===== config.mk =====
export PLATFORM = sky130hd
export DESIGN_NAME = rca_rgst_no_shift_flat
export DESIGN_NICKNAME = d
export VERILOG_FILES = /design/src/rtl/rca_rgst_no_shift_if.sv /design/src/rtl/rca_rgst_no_shift.sv /design/src/flat_wrapper.sv
export SDC_FILE = /design/constraint.sdc
export NUM_CORES = 1
export LEC_CHECK = 0
export ABC_CLOCK_PERIOD_IN_PS = 3200
export CAP_MARGIN = 0
export CORE_AREA = 3 3 40 42
export CTS_CLUSTER_DIAMETER = 40
export DETAILED_ROUTE_END_ITERATION = 16
export DIE_AREA = 0 0 43 45
export GPL_TIMING_DRIVEN = 0
export SYNTH_ARGS = -nofsm -noshare
export SYNTH_HDL_FRONTEND = slang
export SYNTH_SLANG_ARGS = --single-unit

===== constraint.sdc =====
create_clock -name clk -period 3.2 [get_ports clk]
set_input_delay 0.64 -clock clk [delete_from_list [all_inputs] [get_ports clk]]
set_output_delay 0.64 -clock clk [all_outputs]
set_load 0.02 [all_outputs]

===== src/rtl/rca_rgst_no_shift_if.sv =====
// -----------------------------------------------------------------------------
// rca_rgst_no_shift_if
// Bundles the control, operand and result signals of rca_rgst_no_shift.
// clk and rst_b are not part of the bundle; they stay plain ports on the block.
//
// Parameter:
//   w           datapath width in bits; must match the w of the attached block
//
// Signals:
//   clr         synchronous clear request
//   en          load enable (level sampled on each rising edge)
//   y  [w-1:0]  second adder operand (addend)
//   cin         adder carry-in
//   q  [w-1:0]  register contents (also the adder's first operand)
//   z  [w-1:0]  combinational sum q + y + cin, modulo 2^w
//   cout        combinational carry out of the MSB
//   overflow    combinational signed overflow
//   ovf_sticky  registered sticky overflow (0 unless the sticky build is used)
//
// Modports:
//   master      drives clr/en/y/cin and observes the results
//   slave       the adder/register block itself
// -----------------------------------------------------------------------------
interface rca_rgst_no_shift_if #(
   parameter int w = 4
);
   logic         clr;
   logic         en;
   logic [w-1:0] y;
   logic         cin;
   logic [w-1:0] q;
   logic [w-1:0] z;
   logic         cout;
   logic         overflow;
   logic         ovf_sticky;

   modport master (
      output clr, en, y, cin,
      input  q, z, cout, overflow, ovf_sticky
   );

   modport slave (
      input  clr, en, y, cin,
      output q, z, cout, overflow, ovf_sticky
   );
endinterface


===== src/rtl/rca_rgst_no_shift.sv =====
// -----------------------------------------------------------------------------
// rca_rgst_no_shift
// Ripple-carry adder fused with a parallel-load, non-shifting register. The
// register output q is fed back as the adder's first operand, so with y = 1 and
// cin = 0 the block counts up; with an arbitrary y it accumulates.
//
// Parameter:
//   w      datapath width in bits (>= 1); must equal the width of the bus
//
// Ports:
//   clk    clock, all state changes on the rising edge
//   rst_b  synchronous active-high reset: q <= 0, ovf_sticky <= 0
//   bus    rca_rgst_no_shift_if.slave carrying clr, en, y, cin (inputs) and
//          q, z, cout, overflow, ovf_sticky (outputs)
//
// Register update priority on each rising edge: rst_b, then clr, then en
// (q <= z), otherwise hold. z, cout and overflow are purely combinational.
//
// Build option:
//   RCA_RGST_STICKY_OVF_EN  when defined, ovf_sticky is a flip-flop that sets
//                           on an enabled edge with overflow = 1 and clears on
//                           rst_b or clr. When undefined, ovf_sticky is tied
//                           to 0 and no flip-flop exists for it.
// -----------------------------------------------------------------------------
module rca_rgst_no_shift #(
   parameter int w = 4
) (
   input  logic                  clk,
   input  logic                  rst_b,
   rca_rgst_no_shift_if.slave    bus
);

   logic [w-1:0] q_reg;
   logic [w-1:0] q_next;
   logic [w-1:0] sum;
   logic [w:0]   carry;   // carry[i] is the carry into bit i; carry[w] is cout

   // ---------------------------------------------------------------------------
   // Ripple-carry adder: one explicit full adder per bit so the carry chain is
   // a true ripple from cin/q[0] to cout.
   // ---------------------------------------------------------------------------
   assign carry[0] = bus.cin;

   generate
      for (genvar gi = 0; gi < w; gi++) begin : g_fa
         logic p;   // propagate
         assign p             = q_reg[gi] ^ bus.y[gi];
         assign sum[gi]       = p ^ carry[gi];
         assign carry[gi + 1] = (q_reg[gi] & bus.y[gi]) | (carry[gi] & p);
      end
   endgenerate

   assign bus.z        = sum;
   assign bus.cout     = carry[w];
   // Signed overflow: carry into the MSB differs from carry out of it. For
   // w = 1 this reduces to cin ^ cout.
   assign bus.overflow = carry[w] ^ carry[w - 1];

   // ---------------------------------------------------------------------------
   // Register next-state: reset handled in the flop, clear beats load, load
   // beats hold.
   // ---------------------------------------------------------------------------
   always_comb begin
      q_next = q_reg;
      if (bus.clr) begin
         q_next = '0;
      end else if (bus.en) begin
         q_next = sum;
      end
   end

   always_ff @(posedge clk) begin
      if (rst_b) begin
         q_reg <= '0;
      end else begin
         q_reg <= q_next;
      end
   end

   assign bus.q = q_reg;

   // ---------------------------------------------------------------------------
   // Optional sticky overflow flag.
   // ---------------------------------------------------------------------------
`ifdef RCA_RGST_STICKY_OVF_EN
   logic ovf_sticky_reg;
   logic ovf_sticky_next;

   always_comb begin
      ovf_sticky_next = ovf_sticky_reg;
      if (bus.clr) begin
         ovf_sticky_next = 1'b0;
      end else if (bus.en && bus.overflow) begin
         ovf_sticky_next = 1'b1;
      end
   end

   always_ff @(posedge clk) begin
      if (rst_b) begin
         ovf_sticky_reg <= 1'b0;
      end else begin
         ovf_sticky_reg <= ovf_sticky_next;
      end
   end

   assign bus.ovf_sticky = ovf_sticky_reg;
`else
   assign bus.ovf_sticky = 1'b0;
`endif

endmodule


===== src/flat_wrapper.sv =====
// flat-port wrapper written by rule: the top's interface ports become plain ports
module rca_rgst_no_shift_flat 
#(
   parameter int w = 4
)
  (clk, rst_b, bus_clr, bus_en, bus_y, bus_cin, bus_q, bus_z, bus_cout, bus_overflow, bus_ovf_sticky);
  rca_rgst_no_shift_if #(.w(w)) bus_i ();
  input  logic clk;
  input  logic rst_b;
  input wire logic [$bits(bus_i.clr)-1:0] bus_clr;
  input wire logic [$bits(bus_i.en)-1:0] bus_en;
  input wire logic [$bits(bus_i.y)-1:0] bus_y;
  input wire logic [$bits(bus_i.cin)-1:0] bus_cin;
  output wire logic [$bits(bus_i.q)-1:0] bus_q;
  output wire logic [$bits(bus_i.z)-1:0] bus_z;
  output wire logic [$bits(bus_i.cout)-1:0] bus_cout;
  output wire logic [$bits(bus_i.overflow)-1:0] bus_overflow;
  output wire logic [$bits(bus_i.ovf_sticky)-1:0] bus_ovf_sticky;
  assign bus_i.clr = bus_clr;
  assign bus_i.en = bus_en;
  assign bus_i.y = bus_y;
  assign bus_i.cin = bus_cin;
  assign bus_q = bus_i.q;
  assign bus_z = bus_i.z;
  assign bus_cout = bus_i.cout;
  assign bus_overflow = bus_i.overflow;
  assign bus_ovf_sticky = bus_i.ovf_sticky;
  rca_rgst_no_shift #(.w(w)) u_core (.clk(clk), .rst_b(rst_b), .bus(bus_i));
endmodule

==> results_dict.tcl <==
set metrics [dict create \
    ys_ff_latch 4 \
    grt_remaining_overflow 0 \
    portBuffers 17 \
    drt-met1-wl_um 282 \
    clk_pin_slew_worst_paths_ps 30 \
    crit_arrival_ps 2480 \
    fillers 134 \
    maxCapViolations 0 \
    path_class "in -> out" \
    dr.pass1.iters 2 \
    clock_latency_ps 240 \
    clock_path_buffers 2 \
    dr_total_vias 267 \
    cp.required_ps 2560 \
    crit_path_end_kind "output port" \
    ys_seq_area_share_pct 28.1 \
    place_congestion 0.708 \
    grt_first_pass_wirelength_mm 1.12 \
    instances_no_fill 67 \
    slowest_stage "fa_2" \
    grt_max_degree 7 \
    drt-vias-per-instance 3.99 \
    peakVddDrop_mv 0.250 \
    routed_wl_um 691 \
    syn_inst 30 \
    hp-start "u_core.bus.q[1]" \
    grt_antenna_before_repair 0 \
    avgSynthCellArea_um2 9.51 \
    synthesis.nets 43 \
    cp-start-kind "input port" \
    num-nets-final 67 \
    grt_pass1_vias 286 \
    largest_reg_flops 4 \
    mostFrequentLayoutCells "clkdlybuf4s50_1, inv_1" \
    numCtsBuffers 3 \
    crit_chain "clkdlybuf4s15_1, fa_2, inv_2, fa_2, inv_2, fa_2, inv_2, fa_2, inv_2, buf_6" \
    clock_skew_ps 8.64 \
    r2r_slack_ps 750 \
    io_pins 20 \
    htree_levels 1 \
    core_mm2 0.00128 \
    max_stage_delay_ps 440 \
    wl_met2_um 310 \
    die_w_um 43 \
    reg2reg_depth 9 \
    netlist_area_um2 285 \
    drc 0 \
    hold_depth 2 \
    cts_sinks 4 \
    fp-row-count 13 \
    postCtsHoldBufs 0 \
    ant_nets 0 \
    num_antenna_cells 0 \
    p_per_area_mw_per_mm2 400 \
    fin_crit_ps 3120 \
    final_common_cell "clkdlybuf4s50_1" \
    max_freq_ghz 0.320 \
    finalPower_mw 0.210 \
    cts_root_buffer "clkbuf_4" \
    fp.dieArea_mm2 0.00194 \
    whs_endpoint "u_core.bus.q[1]" \
    r2r-end "u_core.bus.q[3]" \
    wl_met3_um 97 \
    drt-initial-drc-count 5 \
    grt_setup_unrepaired "no" \
    slew_viol_final 0 \
    setup_viol 0 \
    fp.dieH_um 45 \
    wl_per_cell_um 10.3 \
    initial_core_util_pct 22.2 \
    top_layer_used "met3" \
    cts_tree "yes" \
    finalCritPeriodShare_pct 97.6 \
    hp-class "reg -> reg" \
    synth.distinct_cells 12 \
    status "finished, final reports clean" \
    area_growth_pct 84.2 \
    numPlacedInstances 62 \
    critPathMaxFanout 2 \
    drive_gt1_share_pct 40.4 \
    r2r-start "u_core.bus.q[0]" \
    leakage_nw 0.245 \
    grtUsageTotal_pct 8.80 \
    ys.warnings.count 0 \
    hpwl_um 504 \
    finalHoldViolCount 0 \
]
-- worst max-delay path by stage --
| stage | start | to | slack, ps | depth (start not counted) |
|---|---|---|---|---|
| final | bus_cin | bus_z[3] | 80 | 10 |
| after floorplan | bus_cin | bus_z[3] | 240 | 8 |
| after detailed placement | bus_cin | bus_z[3] | -810 | 10 |
| after global placement | bus_cin | bus_z[3] | -780 | 10 |
| after global routing | bus_cin | bus_z[3] | 10 | 10 |
| after CTS | bus_y[0] | bus_z[3] | 8 | 10 |
-- through the flow --
step / hold WS, ps / utilization (%) / TNS, ps / area, µm² / setup WS [ps]
floorplan: 580 / - / 0 / 285 / 245
global placement: 514 / 36.9 / -2360 / 474 / -781
detailed placement: 509 / 36.9 / -2470 / 474 / -809
CTS: 519 / 40.5 / 0 / 520 / 7.58
global route: 566 / 40.9 / 0 / 526 / 11.9
finish: 518 / 40.9 / 0 / 526 / 77.8
-- Yosys cell counts (all sizes together) --
cell type / instances / area share, %
buf: 1 / 2.6
a2111oi: 2 / 8.8
fa: 4 / 28
nor3: 2 / 3.5
xnor2: 1 / 3.1
inv: 10 / 13
conb: 1 / 1.3
nor2: 2 / 2.6
mux2i: 2 / 7.0
clkbuf: 1 / 1.8
dfxtp: 4 / 28
-- cell families after synthesis --
logic type                 after synthesis  synth area share (%)
AOI/OAI and AO/OA                        2                  8.77
xor gates and xnor gates                 1                  3.07
adders and majority gates                4                  28.1
buffers and inverters                   12                  17.5
DFF                                      4                  28.1
muxes                                    2                  7.02
other                                    1                  1.31
and+or+nand+nor                          4                  6.14
-- per-layer routing --
layer | vias to the layer above | track usage (%)
met3 | 0 | 8.76
met4 | 0 | 1.81
met1 | 119 | 9.09
met5 | - | 0
li1 | 132 | -
met2 | 16 | 12.9
-- power by group --
part	internal, mW	leakage [nW]	switching (mW)	total, mW
Combinational	0.0470	0.198	0.0447	0.0917
Sequential	0.0528	0.0327	0.00230	0.0551
Clock	0.0420	0.0138	0.0213	0.0633
Total	0.142	0.245	0.0683	0.210
-- critical path: cells and delay by family --
family,cells,cell delay (ps)
adder cells (fa/ha/maj),4,1310
buffers and inverters,6,530
-- layout make-up --
cell class	count	area (µm²)	area share, %
plain buffers	2	12.5	2.38
clock buffers	3	22.5	4.29
inverters	10	37.5	7.14
multi-input cells	14	173	32.9
flip-flops and latches	4	80.1	15.2
well taps	15	18.8	3.57
repair buffers	19	181	34.5
-- what timing repair did --
action | CTS | global route
buffers inserted | 2 | 0
pin swaps | 4 | 2
gates resized for setup | 28 | 3
endpoints found under the setup margin | 5 | 3
Note: power is estimated with default switching activity, not from simulation.
